### src/rtl/video_crtc_gen.sv
// video_crtc_gen -- 6845-style CRTC timing core.
//
// Produces horizontal/vertical sync, display enable, refresh address (MA) and
// raster address (RA) from CRTC register values. It also provides a hardware
// cursor with blink modes and a frame counter. Vertical and address geometry
// are captured at each frame boundary, so the register block can rewrite them
// at any time without tearing the current frame.
//
// Ports:
//   wb_clock_i / reset_n_i      system clock, async active-low reset
//   clk_en_i                    character-clock enable (all state gated by it)
//   h_total_i .. h_sync_pos_i   live horizontal geometry (R0..R2)
//   h_sync_width_i              R3[3:0], 0 encodes 16
//   v_sync_width_i              R3[7:4], 0 encodes 16
//   v_total_i, v_adjust_i,
//   v_displayed_i,
//   max_scan_line_i             vertical geometry, used from the next frame
//   v_sync_pos_i                live VSYNC row
//   cursor_*                    cursor mode, raster range and address
//   start_addr_i                frame start address, used from the next frame
//   h_sync_o, v_sync_o, de_o    timing outputs
//   cursor_o                    cursor hit at the current MA/RA
//   frame_start_o, frame_count_o  frame marker and 5-bit frame counter
//   ma_o, ra_o                  refresh and raster address
module video_crtc_gen #(
  parameter int H_WIDTH  = 8,
  parameter int V_WIDTH  = 7,
  parameter int RA_WIDTH = 5,
  parameter int MA_WIDTH = 14
) (
  input  logic                wb_clock_i,
  input  logic                reset_n_i,
  input  logic                clk_en_i,
  input  logic [H_WIDTH-1:0]  h_total_i,
  input  logic [H_WIDTH-1:0]  h_displayed_i,
  input  logic [H_WIDTH-1:0]  h_sync_pos_i,
  input  logic [3:0]          h_sync_width_i,
  input  logic [3:0]          v_sync_width_i,
  input  logic [V_WIDTH-1:0]  v_total_i,
  input  logic [RA_WIDTH-1:0] v_adjust_i,
  input  logic [V_WIDTH-1:0]  v_displayed_i,
  input  logic [V_WIDTH-1:0]  v_sync_pos_i,
  input  logic [RA_WIDTH-1:0] max_scan_line_i,
  input  logic [1:0]          cursor_mode_i,
  input  logic [RA_WIDTH-1:0] cursor_start_i,
  input  logic [RA_WIDTH-1:0] cursor_end_i,
  input  logic [MA_WIDTH-1:0] start_addr_i,
  input  logic [MA_WIDTH-1:0] cursor_addr_i,
  output logic                h_sync_o,
  output logic                v_sync_o,
  output logic                de_o,
  output logic                cursor_o,
  output logic                frame_start_o,
  output logic [4:0]          frame_count_o,
  output logic [MA_WIDTH-1:0] ma_o,
  output logic [RA_WIDTH-1:0] ra_o
);

  typedef enum logic {
    ST_ACTIVE = 1'b0,
    ST_ADJUST = 1'b1
  } state_e;

  localparam logic [H_WIDTH-1:0]  H_ONE  = 1;
  localparam logic [V_WIDTH-1:0]  V_ONE  = 1;
  localparam logic [RA_WIDTH-1:0] RA_ONE = 1;

  state_e                state_q, state_d;
  logic                  load_pending_q, load_pending_d;
  logic [H_WIDTH-1:0]    hc_q, hc_d;
  logic [RA_WIDTH-1:0]   ra_q, ra_d;
  logic [V_WIDTH-1:0]    vc_q, vc_d;
  logic [MA_WIDTH-1:0]   row_addr_q, row_addr_d;
  logic [4:0]            hs_cnt_q, hs_cnt_d;
  logic [4:0]            vs_cnt_q, vs_cnt_d;
  logic                  vs_done_q, vs_done_d;
  logic                  frame_start_q, frame_start_d;
  logic [4:0]            frame_count_q, frame_count_d;
  logic [V_WIDTH-1:0]    v_total_sh_q, v_total_sh_d;
  logic [V_WIDTH-1:0]    v_disp_sh_q, v_disp_sh_d;
  logic [RA_WIDTH-1:0]   v_adj_sh_q, v_adj_sh_d;
  logic [RA_WIDTH-1:0]   max_scan_sh_q, max_scan_sh_d;

  logic       line_end, row_end, frame_end, new_frame, row_enter;
  logic [4:0] hs_len, vs_len;
  logic       de_h, de_v, blink_on;

  always_comb begin
    line_end  = (hc_q == h_total_i);
    row_end   = line_end && (ra_q == max_scan_sh_q);
    // Frame ends either on the last raster of the last row (no adjust) or on
    // the last adjust line.
    frame_end = (state_q == ST_ACTIVE && row_end && vc_q == v_total_sh_q &&
                 v_adj_sh_q == '0) ||
                (state_q == ST_ADJUST && line_end && ra_q == v_adj_sh_q - RA_ONE);
    new_frame = load_pending_q || frame_end;
    hs_len    = (h_sync_width_i == 4'd0) ? 5'd16 : {1'b0, h_sync_width_i};
    vs_len    = (v_sync_width_i == 4'd0) ? 5'd16 : {1'b0, v_sync_width_i};
  end

  always_comb begin
    state_d        = state_q;
    load_pending_d = load_pending_q;
    hc_d           = hc_q;
    ra_d           = ra_q;
    vc_d           = vc_q;
    row_addr_d     = row_addr_q;
    hs_cnt_d       = hs_cnt_q;
    vs_cnt_d       = vs_cnt_q;
    vs_done_d      = vs_done_q;
    frame_start_d  = frame_start_q;
    frame_count_d  = frame_count_q;
    v_total_sh_d   = v_total_sh_q;
    v_disp_sh_d    = v_disp_sh_q;
    v_adj_sh_d     = v_adj_sh_q;
    max_scan_sh_d  = max_scan_sh_q;
    row_enter      = 1'b0;

    if (clk_en_i) begin
      if (new_frame) begin
        // row_addr captures start_addr directly; it doubles as its shadow.
        v_total_sh_d   = v_total_i;
        v_disp_sh_d    = v_displayed_i;
        v_adj_sh_d     = v_adjust_i;
        max_scan_sh_d  = max_scan_line_i;
        row_addr_d     = start_addr_i;
        hc_d           = '0;
        ra_d           = '0;
        vc_d           = '0;
        state_d        = ST_ACTIVE;
        frame_start_d  = 1'b1;
        load_pending_d = 1'b0;
        vs_done_d      = 1'b0;
        row_enter      = 1'b1;
        if (!load_pending_q) begin
          frame_count_d = frame_count_q + 5'd1;
        end
      end else begin
        frame_start_d = 1'b0;
        if (state_q == ST_ACTIVE && row_end) begin
          // vc and row_addr still advance when entering ADJUST; ADJUST
          // blanks the display, so only the refresh address is visible.
          hc_d       = '0;
          ra_d       = '0;
          vc_d       = vc_q + V_ONE;
          row_addr_d = row_addr_q + MA_WIDTH'(h_displayed_i);
          row_enter  = 1'b1;
          if (vc_q == v_total_sh_q) begin
            state_d = ST_ADJUST;
          end
        end else if (line_end) begin
          hc_d = '0;
          ra_d = ra_q + RA_ONE;
        end else begin
          hc_d = hc_q + H_ONE;
        end
      end

      // HSYNC may reload only when idle or on its final tick.
      if (hs_cnt_q <= 5'd1 && hc_d == h_sync_pos_i) begin
        hs_cnt_d = hs_len;
      end else if (hs_cnt_q != 5'd0) begin
        hs_cnt_d = hs_cnt_q - 5'd1;
      end

      // VSYNC counts line ends and survives a frame boundary.
      if (row_enter && !vs_done_d && vs_cnt_q <= 5'd1 && vc_d == v_sync_pos_i) begin
        vs_cnt_d  = vs_len;
        vs_done_d = 1'b1;
      end else if (line_end && vs_cnt_q != 5'd0) begin
        vs_cnt_d = vs_cnt_q - 5'd1;
      end
    end
  end

  always_ff @(posedge wb_clock_i or negedge reset_n_i) begin
    if (!reset_n_i) begin
      state_q        <= ST_ACTIVE;
      load_pending_q <= 1'b1;
      hc_q           <= '0;
      ra_q           <= '0;
      vc_q           <= '0;
      row_addr_q     <= '0;
      hs_cnt_q       <= '0;
      vs_cnt_q       <= '0;
      vs_done_q      <= 1'b0;
      frame_start_q  <= 1'b0;
      frame_count_q  <= '0;
      v_total_sh_q   <= '0;
      v_disp_sh_q    <= '0;
      v_adj_sh_q     <= '0;
      max_scan_sh_q  <= '0;
    end else begin
      state_q        <= state_d;
      load_pending_q <= load_pending_d;
      hc_q           <= hc_d;
      ra_q           <= ra_d;
      vc_q           <= vc_d;
      row_addr_q     <= row_addr_d;
      hs_cnt_q       <= hs_cnt_d;
      vs_cnt_q       <= vs_cnt_d;
      vs_done_q      <= vs_done_d;
      frame_start_q  <= frame_start_d;
      frame_count_q  <= frame_count_d;
      v_total_sh_q   <= v_total_sh_d;
      v_disp_sh_q    <= v_disp_sh_d;
      v_adj_sh_q     <= v_adj_sh_d;
      max_scan_sh_q  <= max_scan_sh_d;
    end
  end

  always_comb begin
    case (cursor_mode_i)
      2'b00:   blink_on = 1'b1;
      2'b01:   blink_on = 1'b0;
      2'b10:   blink_on = ~frame_count_q[3];
      default: blink_on = ~frame_count_q[4];
    endcase
  end

  assign de_h          = (hc_q < h_displayed_i);
  assign de_v          = (vc_q < v_disp_sh_q) && (state_q == ST_ACTIVE);
  assign de_o          = de_h && de_v;
  assign ma_o          = row_addr_q + MA_WIDTH'(hc_q);
  assign ra_o          = ra_q;
  assign h_sync_o      = (hs_cnt_q != 5'd0);
  assign v_sync_o      = (vs_cnt_q != 5'd0);
  assign frame_start_o = frame_start_q;
  assign frame_count_o = frame_count_q;
  // An inverted raster range (start > end) can never satisfy both bounds.
  assign cursor_o      = de_o && (ma_o == cursor_addr_i) &&
                         (cursor_start_i <= ra_q) && (ra_q <= cursor_end_i) &&
                         blink_on;

endmodule

### config.mk
export PLATFORM = sky130hd
export DESIGN_NAME = video_crtc_gen
export DESIGN_NICKNAME = d
export VERILOG_FILES = /design/src/rtl/video_crtc_gen.sv
export SDC_FILE = /design/constraint.sdc
export NUM_CORES = 1
export LEC_CHECK = 0
export ABC_AREA = 1
export ABC_CLOCK_PERIOD_IN_PS = 3370
export CORE_ASPECT_RATIO = 1.4
export CORE_MARGIN = 2
export CORE_UTILIZATION = 53
export DETAILED_ROUTE_END_ITERATION = 12
export PLACE_DENSITY = 0.82
export SYNTH_ARGS = -nofsm -noshare
export SYNTH_HDL_FRONTEND = slang
export SYNTH_SLANG_ARGS = --single-unit
### constraint.sdc
create_clock -name wb_clock_i -period 3.37 [get_ports wb_clock_i]
set_clock_uncertainty 0.15 [all_clocks]
set_input_delay 0.5055 -clock wb_clock_i [delete_from_list [all_inputs] [get_ports wb_clock_i]]
set_output_delay 0.5055 -clock wb_clock_i [all_outputs]
set_load 0.02 [all_outputs]
==> results of run 1 <==
## power groups by stage
stage,registers (W),clock network (W),logic [W]
final,0.00145,0.000999,0.00352
after global routing,0.00148,0.00105,0.00391
after CTS,0.00144,0.00101,0.00350
after detailed placement,0.00146,0,0.00349
after global placement,0.00144,0,0.00339
after floorplan,0.00147,0,0.00214
## metrics by stage
stage	power, W	std cells
CTS	0.00595	1295
global placement	0.00483	1279
finish	0.00597	1295
detailed placement	0.00494	1279
floorplan	0.00361	952
global route	0.00644	1295
## layer usage
metal,up-vias,global-route usage (%)
met5,-,0
met4,0,13.2
met3,49,3.65
met2,193,52.2
li1,3420,-
met1,3171,31.2
## final timing paths
path / from / to / slack, ns
max: row_addr_q[0]$_DFFE_PN0P_ / cursor_o / -0.17
min: reset_n_i / v_adj_sh_q[0]$_DFFE_PN0P_ / 0.18
max reg2reg: v_adj_sh_q[0]$_DFFE_PN0P_ / vs_cnt_q[2]$_DFFE_PN0P_ / 0.36
min reg2reg: v_disp_sh_q[0]$_DFFE_PN0P_ / v_disp_sh_q[0]$_DFFE_PN0P_ / 0.36
max in group asynchronous: reset_n_i / hs_cnt_q[3]$_DFFE_PN0P_ / 2.24
min in group wb_clock_i: v_disp_sh_q[0]$_DFFE_PN0P_ / v_disp_sh_q[0]$_DFFE_PN0P_ / 0.36
## layout make-up
| cell class | count | area share (%) |
|---|---|---|
| Multi-Input combinational cell | 713 | 46.0 |
| Sequential cell | 77 | 21.8 |
| Timing Repair Buffer | 197 | 20.5 |
| Inverter | 142 | 6.09 |
| Clock buffer | 11 | 2.75 |
| Tap cell | 150 | 2.13 |
| Clock inverter | 5 | 0.680 |
## cells by family after synthesis
group | count (synthesis) | synth area share [%]
AO/OA/AOI/OAI | 131 | 11.2
multiplexers | 1 | 0.171
buffers and inverters | 162 | 10.0
XOR/XNOR | 48 | 6.49
flip-flops | 77 | 29.2
AND/OR/NAND/NOR | 483 | 33.2
adder cells (fa/ha/maj) | 50 | 9.71
## registers in the layout, summed over array words and instances, names as in the netlist
name / count
vs_done_q: 1
ra_o: 5
v_total_sh_q: 7
vc_q: 7
frame_count_o: 5
v_disp_sh_q: 7
max_scan_sh_q: 5
row_addr_q: 14
v_adj_sh_q: 5
hs_cnt_q: 5
frame_start_o: 1
state_q: 1
vs_cnt_q: 5
hc_q: 8
load_pending_q: 1
## placed cells by master (no fill, tap or decap), types with 3 or more instances in the layout
cell type / n
o21ai_0: 57
nand3_1: 42
nand3b_1: 5
a31oi_1: 9
clkinv_4: 3
nand2_2: 7
nor2_2: 4
or2_2: 6
xnor2_1: 16
inv_2: 12
clkdlybuf4s50_1: 123
o21ai_1: 3
clkbuf_16: 9
xor2_2: 5
a21oi_1: 39
nand3_4: 3
ha_1: 46
nor2_1: 64
nor3_2: 3
o211ai_1: 3
nand2_1: 296
dfrtp_1: 76
nor2_4: 9
buf_4: 64
dlygate4sd2_1: 5
nand4_1: 22
inv_1: 128
nor3_1: 9
xor2_1: 27
o21ai_2: 4
nor4_1: 4
## timing repair
item | CTS | global route
pin swaps | 2 | 1
endpoints found under the setup margin | 9 | 8
gates resized for setup | 18 | 11
==> metrics.md, run 1 <==
| Metric | Value |
|---|---|
| Comb pwr share | 59.0% |
| Number of port buffers | 134 |
| Num ports | 135 |
| WL met1 | 7040 um |
| Antenna diode count | 0 |
| Hold WC Path Type | primary input to asynchronous set/reset pin |
| Worst-Margin Slew | 1.01 ns |
| Ys async rst share | 100% |
| Slew HR | 32.8% |
| Crit path time final | 3.54 ns |
| First-pass GRT wire length | just over 30000 um |
| Multi-input logic area | 4060 um^2 |
| Place WS | -0.548 ns |
| Post-Syn Nets | ~1100 |
| CP cell instances | ha_2, inv_2, fa_2, xor2_1, nand2_1, nor3_2, nand2_1, nor2_2, nand3_1, nor2_1, nand3_1, nor3_2, nand4_1, nor2_1, buf_4 |
| DR WL/cell | 14.1 um |
| MaxCap Viol Count | 0 |
| Int Pwr | roughly 0.0034 W |
| Mean Syn Cell Area | 6.93 um^2 |
| CTS buffer count | 9 |
| Largest net degree at the start of global routing | around 80 |
| Met3 WL | 826 um |
| Final instance area | 8830 um^2 |
| Post-synth top cells | nand2_1 (296), inv_1 (129), dfrtp_1 (76), nor2_1 (65), o21ai_0 (59) |
| CTS Root Cell | clkbuf_16 |
| Final setup violation count | 1 |
| Maximum VDD drop | 326 uV |
| Clk slew on worst S/H paths | 0.06 ns |
| Number of synthesized flops with an enable pin | 0 |
| Synth Flop Type | dfrtp_1 |
| Starting Density | 53.8% |
| Most frequent cell after synthesis | nand2_1 |
| Met2 WL | approximately 10000 um |
| Delay-heaviest family, CP | simple AND/OR/NAND/NOR gates |
| Yosys warning count | 0 |
| GRT overflow | 0 |
| Synth top area share | 28.8% |
| Die height | 136 um |
| Cell at the slowest stage of the critical path | fa_2 |
| Sinks on Clock Net | 77 |
| Die area | about 13000 um^2 |
| Die width | approximately 98 um |
| DP Area | 8510 um^2 |
| Synth area leaders | dfrtp_1 (29%), nand2_1 (17%), ha_1 (9.1%), inv_1 (7.3%), o21ai_0 (4.5%) |
| Status | complete, but fails checks |
| Critical Path Fanout Max | 2 |
| DP HPWL | 14400 um |
| GR Util All Layers | 28.0% |
| Layout cells sized above 1 | 13.0% |
| Required time of the critical path | 2.71 ns |
| Sequential cell area | 1930 um^2 |
| Share of power burned in the clock network | between 10% and 20% |
| Clock latency on the worst-skew pair | 0.34 ns |
| Critical path class | flip-flop to output port |
| Hold buffers post-CTS | 0 |
| Reg2Reg Depth | 17 |
| Worst Slack Setup Final | -0.166 ns |
| PD cells | roughly 680 nW/um^2 |
| Top Metal Used | met4 |
| Slowest stage delay, CP | 0.54 ns |
| Fin Hold WS | roughly 0.18 ns |
| Via count | about 6800 |
| Period utilization | 105% |
| Category of the worst setup path launch point | flip-flop |
| Initial antenna violation count | 0 |
| Setup bufs post-CTS | 0 |
| Setup TNS | -0.166 ns |
| Mapped Area | ~6600 um^2 |
| Final Hold Viols | 0 |
| Final core area utilization | 72.1% |
| Gpl congestion | a little over 0.9 |
| Switching power total | 0.00260 W |
| Worst path arrival time | 2.88 ns |
| Remaining DRCs | 0 |
| Unrepaired setup endpoints after global routing | yes |
| Vias in the first global route | between 6000 and 7000 |
| Drt total wl | between 15000 and 20000 um |
| Critical path endpoint category | output port |
| Vias/cell | 5.28 |
| Sequential power share | 24.2% |
| Pleak | between 4 and 5 nW |
| Area grow syn2layout | 33.9% |
| Fin nets | 1296 |
| Bufs on Longest Clock Path | 2 |
| Crit. path cell count | 15 |
| CTS tree | built |
| H-tree Lvls | 3 |
| Register area share after synthesis | around 29% |
| Fill cells | 1009 |
| # rows | 48 |
| Drt pass-1 iters | 4 |
| Final antenna-violating net count | 0 |
| Synth area leader | dfrtp_1 |
| Switching Fraction | 43.6% |
| Post-synth cell types | 55 |
| DR iter-0 viols | 298 |
| Post-Syn Instances | 952 |
| CP bufs+invs | 2 |
| Synth Register Bits | 77 |
| Core area | 12300 um^2 |
| Slew Viols, Final | 0 |
| Violations in the final reports | negative setup slack |
| Fmax | 0.283 GHz |
No activity file was read; power rests on OpenSTA's default activity.
==> run 2, diff against run 1 <==
--- a/config.mk
+++ b/config.mk
@@ -7,7 +7,7 @@
 export LEC_CHECK = 0
 export ABC_AREA = 1
 export ABC_CLOCK_PERIOD_IN_PS = 3370
-export CORE_ASPECT_RATIO = 1.4
+export CORE_ASPECT_RATIO = 2
 export CORE_MARGIN = 2
 export CORE_UTILIZATION = 53
 export DETAILED_ROUTE_END_ITERATION = 12
==> run 2 against run 1 <==
The flow still finishes with violations (negative setup slack). Total power rose by 2.6%. Clock power down 2%. Die area grew 0.31%. Largest power group unchanged. Final cell count increased by 0.93%. Worst setup slack hardly changed. Sequential power barely moved. Fmax hardly changed.
==> metrics.md, run 2 (same netlist as run 1, synthesis figures left out) <==
| Metric | Value |
|---|---|
| Status | complete, but fails checks |
| Violations in the final reports | negative setup slack |
| Via count | 6952 (+1.7%) |
| PD cells | 683 nW/um^2 (+1.1%) |
| DP HPWL | 14800 um (+2.8%) |
| CTS Root Cell | clkbuf_16 |
| MaxCap Viol Count | 0 (unchanged) |
| Category of the worst setup path launch point | flip-flop |
| Most used cell, CP | buf_4 |
| Slowest stage delay, CP | 0.36 ns (-0.18 ns) |
| Most frequent cells in the layout | nand2_1 (296), inv_1 (127), clkdlybuf4s50_1 (122), buf_4 (79), dfrtp_1 (76) |
| Num ports | 135 (unchanged) |
| First-pass GRT wire length | 31400 um (+2.8%) |
| Critical Path Fanout Max | 2 (unchanged) |
| Top flop regs | row_addr_q x14, hc_q x8 |
| DR WL/cell | 14.5 um (+2.6%) |
| CTS tree | built |
| Slew Viols, Final | 0 (unchanged) |
| Gpl congestion | 0.888 (-4.3%) |
| Unrepaired setup endpoints after global routing | yes |
| Commonest non-fill, non-tap cell in the layout | nand2_1 |
| # rows | 57 (+19%) |
| Layout cells sized above 1 | 14.5% (+1.5 points) |
| Die height | 162 um (+19%) |
| Worst path arrival time | 2.88 ns (about the same) |
| Clock latency on the worst-skew pair | 0.34 ns (about the same) |
| CP cell instances | ha_2, inv_2, fa_2, nand3b_1, o211ai_1, inv_1, o21ai_2, buf_4, xor2_2, xnor2_1, o21ai_0, a21oi_1, nand4_1, nor2_1, buf_4 |
| Die width | 82.9 um (-16%) |
| H-tree Lvls | 3 (unchanged) |
| Period utilization | 105% (about the same) |
| Critical path endpoint category | output port |
| Cells after DPL | 1290 (+0.86%) |
| Die area | 13400 um^2 (+0.31%) |
| Worst Slack Setup Final | -0.167 ns (-0.000165 ns) |
| Worst-Margin Slew | 1.00 ns (-0.00848 ns) |
| Slew HR | 33.4% (+0.56 points) |
| Finished Layout Cells | 1307 (+0.93%) |
| Fin nets | 1311 (+1.2%) |
| Area grow syn2layout | 35.9% |
| Required time of the critical path | 2.71 ns (about the same) |
| Final antenna-violating net count | 0 (unchanged) |
| CP bufs+invs | 4 (+2) |
| Final instance area | 8960 um^2 (+1.5%) |
| R2R Setup Slk | 0.45 ns (+0.09 ns) |
| Initial antenna violation count | 0 (unchanged) |
| Pleak | 4.53 nW (+1.6%) |
| Fill cells | 974 (-3.5%) |
| Core area | 12100 um^2 (-1.0%) |
| Delay-heaviest family, CP | adder cells |
| Vias/cell | 5.32 (+0.81%) |
| Hold WC Path Type | primary input to asynchronous set/reset pin |
| Number of port buffers | 134 (unchanged) |
| Setup TNS | -0.167 ns (-0.000165 ns) |
| Reg2Reg Depth | 19 (+2) |
| Drt total wl | 18900 um (+3.6%) |
| Sinks on Clock Net | 77 (unchanged) |
| Drt pass-1 iters | 5 (+1) |
| Largest Register | row_addr_q |
| Fmax | 0.283 GHz (about the same) |
| Critical path class | flip-flop to output port |
| Crit path time final | 3.54 ns (+0.000165 ns) |
| Cell at the slowest stage of the critical path | dfrtp_1 |
| DP Area | 8610 um^2 (+1.2%) |
| Final Hold Viols | 0 (unchanged) |
| Bufs on Longest Clock Path | 2 (unchanged) |
| Vias in the first global route | 7058 (+3.4%) |
| Total power | 0.00612 W (+2.6%) |
| GR Util All Layers | 28.7% (+0.78 points) |
| Remaining DRCs | 0 (unchanged) |
| Clk slew on worst S/H paths | 0.06 ns (about the same) |
| Final core area utilization | 73.9% (+1.8 points) |
| Largest register FFs | 14 (unchanged) |
| Starting Density | 54.4% (+0.57 points) |
| DR iter-0 viols | 273 (-8.4%) |
| Largest net degree at the start of global routing | 78 (unchanged) |
| GRT overflow | 0 (unchanged) |
| Antenna diode count | 0 (unchanged) |
| Final setup violation count | 1 (unchanged) |
| Maximum VDD drop | 559 uV (+71%) |
| FF-to-FF End | hs_cnt_q[1]$_DFFE_PN0P_ |
| CTS buffer count | 9 (unchanged) |
| R2r startpoint | hc_q[1]$_DFFE_PN0P_ |
[run 2: changes by cell type in the layout (fill, tap and decap cells not counted), moves of 2 or more]
| cell | change |
|---|---|
| dlygate4sd2_1 | -3 |
| clkdlybuf4s15_1 | +2 |
| dlymetal6s2s_1 | +2 |
| nand3_1 | -2 |
| buf_4 | +15 |
| nor2_1 | -2 |
| nand3_2 | +2 |
[run 2: area by class of cell]
type	instances	area, um^2	area share, %
multi-input cells	713	4090	45.6
inverters	142	538	6.00
repair buffers	212	1930	21.6
flip-flops and latches	77	1930	21.5
clock buffers	10	229	2.55
clock inverters	6	63.8	0.712
well taps	147	184	2.05
[run 2: worst max path at each step]
stage	slack (ns)	cells after the start	endpoint	from
floorplan	0.05	13	cursor_o	hc_q[0]$_DFFE_PN0P_
global placement	-0.54	14	cursor_o	cursor_end_i[4]
detailed placement	-0.60	14	cursor_o	cursor_start_i[4]
CTS	-0.23	15	cursor_o	row_addr_q[0]$_DFFE_PN0P_
global route	-0.42	15	cursor_o	hc_q[0]$_DFFE_PN0P_
finish	-0.17	15	cursor_o	row_addr_q[0]$_DFFE_PN0P_
[run 2: repair_timing]
item	CTS	global route
setup buffers	0	1
cloned	0	0
endpoints found under the setup margin	9	10
resized for setup	27	11
pin swaps	8	5
hold buffers	0	0
[run 2: power by group]
part           leakage, nW  switching (W)  internal (W)
clock                0.138       0.000408      0.000573
combinational         3.43        0.00200       0.00169
sequential           0.967       0.000248       0.00121
[run 2: through the flow]
stage,setup slack [ns],hold slack (ns)
6_report,-0.167,0.177
5_1_grt,-0.420,0.253
4_1_cts,-0.232,0.216
3_5_place_dp,-0.601,0.315
3_3_place_gp,-0.544,0.318
2_1_floorplan,0.0498,0.0599
[run 2: layer usage]
metal	GRT usage [%]	up-vias	wire (um)	share of wire, %
met5	0	-	0	0
met4	17.4	0	1040	5.5
met3	4.17	79	714	3.8
met2	55.4	220	10400	55
met1	28.2	3190	6750	36
li1	-	3463	-	-
[run 2: worst register-to-register path: cells and delay by family, from the launching register on]
| kind | cells | cell delay (ns) |
|---|---|---|
| simple gates | 15 | 1.80 |
| flops | 1 | 0.40 |
| buf+inv | 4 | 0.46 |
==> run 3, diff against run 2 <==
--- a/config.mk
+++ b/config.mk
@@ -8,7 +8,7 @@
 export ABC_AREA = 1
 export ABC_CLOCK_PERIOD_IN_PS = 3370
 export CORE_ASPECT_RATIO = 2
-export CORE_MARGIN = 2
+export CORE_MARGIN = 3
 export CORE_UTILIZATION = 53
 export DETAILED_ROUTE_END_ITERATION = 12
 export PLACE_DENSITY = 0.82
==> run 3 against run 2 <==
The run still ends with negative setup slack left. Non-clock buffer count is 5 higher. Final cell count is 0.54% higher. Cell area increased by 1.7%. Critical path depth rose by 1. Global-route usage is 0.28 points lower. First-iteration DRC count increased by 89%. Worst hold slack gained 0.00091 ns. Largest power group unchanged. Die area rose by 3.7%. Fmax decreased by 3.0%.
==> metrics.md, run 3 (same netlist as run 1, synthesis figures left out) <==
| Metric | Value |
|---|---|
| Largest register FFs | 14 (unchanged) |
| Sequential power share | 22.9% (-0.9 points) |
| MaxCap Viol Count | 0 (unchanged) |
| Required time of the critical path | 2.71 ns (about the same) |
| Worst Slack Setup Final | -0.278 ns (-0.111 ns) |
| Top flop regs | row_addr_q x14, hc_q x8 |
| Gpl congestion | 0.907 (+2.2%) |
| Commonest non-fill, non-tap cell in the layout | nand2_1 |
| Final instance area | 9120 um^2 (+1.7%) |
| Layout cells sized above 1 | 15.9% (+1.4 points) |
| Hold WC Path Type | primary input to asynchronous set/reset pin |
| Sinks on Clock Net | 77 (unchanged) |
| R2r startpoint | hc_q[0]$_DFFE_PN0P_ |
| Die height | 164 um (+1.2%) |
| GRT overflow | 0 (unchanged) |
| Cell at the slowest stage of the critical path | fa_2 |
| Number of port buffers | 134 (unchanged) |
| DP HPWL | 15100 um (+1.9%) |
| Most frequent cells in the layout | nand2_1 (293), inv_1 (128), clkdlybuf4s50_1 (123), buf_4 (82), dfrtp_1 (76) |
| Maximum VDD drop | 571 uV (+2.2%) |
| Category of the worst setup path launch point | flip-flop |
| Critical path class | flip-flop to output port |
| R2R Setup Slk | 0.21 ns (-0.24 ns) |
| Largest Register | row_addr_q |
| Vias in the first global route | 7054 (-0.057%) |
| CP cell instances | ha_2, inv_2, fa_2, xor2_1, nand2_1, nor3_2, nand2_1, nor2_1, buf_4, nand3_2, nor2_1, nand3_1, nor3_2, nand4_1, nor2_1, buf_4 |
| Area grow syn2layout | 38.2% |
| Slew Viols, Final | 0 (unchanged) |
| Final antenna-violating net count | 0 (unchanged) |
| Slowest stage delay, CP | 0.54 ns (+0.18 ns) |
| Delay-heaviest family, CP | simple AND/OR/NAND/NOR gates |
| DR iter-0 viols | 515 (+89%) |
| Remaining DRCs | 0 (unchanged) |
| Unrepaired setup endpoints after global routing | yes |
| Int Pwr | 0.00367 W (+6.0%) |
| Period utilization | 108% (+3.3 points) |
| Slew HR | 29.5% (-3.9 points) |
| # rows | 57 (unchanged) |
| Final Hold Viols | 0 (unchanged) |
| Initial antenna violation count | 2 (+2) |
| Drt total wl | 19700 um (+3.9%) |
| Worst path arrival time | 2.99 ns (+0.11 ns) |
| Final setup violation count | 1 (unchanged) |
| FF-to-FF End | hs_cnt_q[1]$_DFFE_PN0P_ |
| Critical Path Fanout Max | 2 (unchanged) |
| Switching power total | 0.00271 W (+2.2%) |
| Critical path endpoint category | output port |
| CP bufs+invs | 3 (-1) |
| CTS Root Cell | clkbuf_16 |
| Crit path from | row_addr_q[0]$_DFFE_PN0P_ |
| Worst-Margin Slew | 1.06 ns (+0.0581 ns) |
| Bufs on Longest Clock Path | 2 (unchanged) |
| Crit. path cell count | 16 (+1) |
| Drt pass-1 iters | 5 (unchanged) |
| DR WL/cell | 15.0 um (+3.3%) |
| Fin nets | 1316 (+0.38%) |
| Status | complete, but fails checks |
| Most used cell, CP | nor2_1 |
| CTS tree | built |
| Clock latency on the worst-skew pair | 0.34 ns (about the same) |
| CTS buffer count | 9 (unchanged) |
| Share of power burned in the clock network | 18.1% (+2.1 points) |
| Num ports | 135 (unchanged) |
| Vias/cell | 5.31 (-0.25%) |
| Fmax | 0.274 GHz (-3.0%) |
| Clk slew on worst S/H paths | 0.07 ns (about the same) |
| H-tree Lvls | 3 (unchanged) |
| Hold buffers post-CTS | 0 (unchanged) |
| GR Util All Layers | 28.5% (-0.28 points) |
| Die width | 84.9 um (+2.4%) |
| Comb pwr share | 59.0% (-1.2 points) |
| Largest net degree at the start of global routing | 78 (unchanged) |
| Starting Density | 54.1% (-0.32 points) |
| Violations in the final reports | negative setup slack |
| Critical path capture point | cursor_o |
| First-pass GRT wire length | 31900 um (+1.8%) |
| Total power | 0.00638 W (+4.3%) |
| PD cells | 700 nW/um^2 (+2.5%) |
| Crit path time final | 3.65 ns (+0.111 ns) |
| Core area | 12200 um^2 (+0.59%) |
| Reg2Reg Depth | 22 (+3) |
| Pleak | 4.60 nW (+1.5%) |
| Switching Fraction | 42.5% (-0.90 points) |
| Via count | 6972 (+0.29%) |
| Die area | 13900 um^2 (+3.7%) |
| DP Area | 8610 um^2 (about the same) |
| Final core area utilization | 74.8% (+0.84 points) |
| Setup TNS | -0.278 ns (-0.111 ns) |
==> run 3: area by class of cell <==
| type | instances | area (um^2) |
|---|---|---|
| repair buffers | 217 | 1950 |
| inverters | 142 | 538 |
| multi-input cells | 713 | 4160 |
| clock inverters | 6 | 110 |
| well taps | 147 | 184 |
| clock buffers | 10 | 239 |
| flip-flops and latches | 77 | 1930 |
| diodes | 2 | 5.00 |
| fillers | 940 | 3080 |
==> run 3: power groups by stage <==
stage | clock, W | combinational [W] | sequential (W)
2_1_floorplan | 0 | 0.00214 | 0.00147
3_3_place_gp | 0 | 0.00352 | 0.00144
3_5_place_dp | 0 | 0.00361 | 0.00146
4_1_cts | 0.00116 | 0.00366 | 0.00145
5_1_grt | 0.00121 | 0.00417 | 0.00150
6_report | 0.00116 | 0.00377 | 0.00146
==> run 3: through the flow <==
step	hold slack [ns]	worst slack, ns	std cells
2_1_floorplan	0.0599	0.0498	952
3_3_place_gp	0.318	-0.463	1292
3_5_place_dp	0.315	-0.541	1292
4_1_cts	0.226	-0.244	1309
5_1_grt	0.246	-0.459	1314
6_report	0.178	-0.278	1314
==> run 3: timing repair <==
action,4_1_cts,5_1_grt
hold endpoints to repair,0,0
cloned,0,0
pin swaps,5,8
endpoints found under the setup margin,9,11
setup buffers,1,3
gates resized for setup,25,34
==> run 3: worst min path at each step <==
stage / from / end / slack (ns) / depth (start not counted)
global route: reset_n_i / row_addr_q[12]$_DFFE_PN0P_ / 0.25 / 1
detailed placement: frame_start_o$_DFFE_PN0P_ / frame_start_o$_DFFE_PN0P_ / 0.32 / 2
CTS: reset_n_i / row_addr_q[12]$_DFFE_PN0P_ / 0.23 / 1
floorplan: reset_n_i / frame_count_o[0]$_DFFE_PN0P_ / 0.06 / 0
global placement: vs_done_q$_DFFE_PN0P_ / vs_done_q$_DFFE_PN0P_ / 0.32 / 2
finish: reset_n_i / row_addr_q[12]$_DFFE_PN0P_ / 0.18 / 1
==> run 3: metal layers <==
metal  vias to the layer above  global-route usage (%)  wire length [um]  share of wire, %
met3                        46                    3.61               775               3.9
li1                       3457                       -                 -                 -
met5                         -                       0                 0                 0
met1                      3256                    29.5              7150                36
met2                       213                    55.6             11100                57
met4                         0                    12.3               621               3.2
==> run 3: worst register-to-register path, delay by kind of cell (launching register included) <==
kind	cells	cell delay, ns
DFF	1	0.38
and+or+nand+nor	16	1.80
buffers and inverters	6	0.73
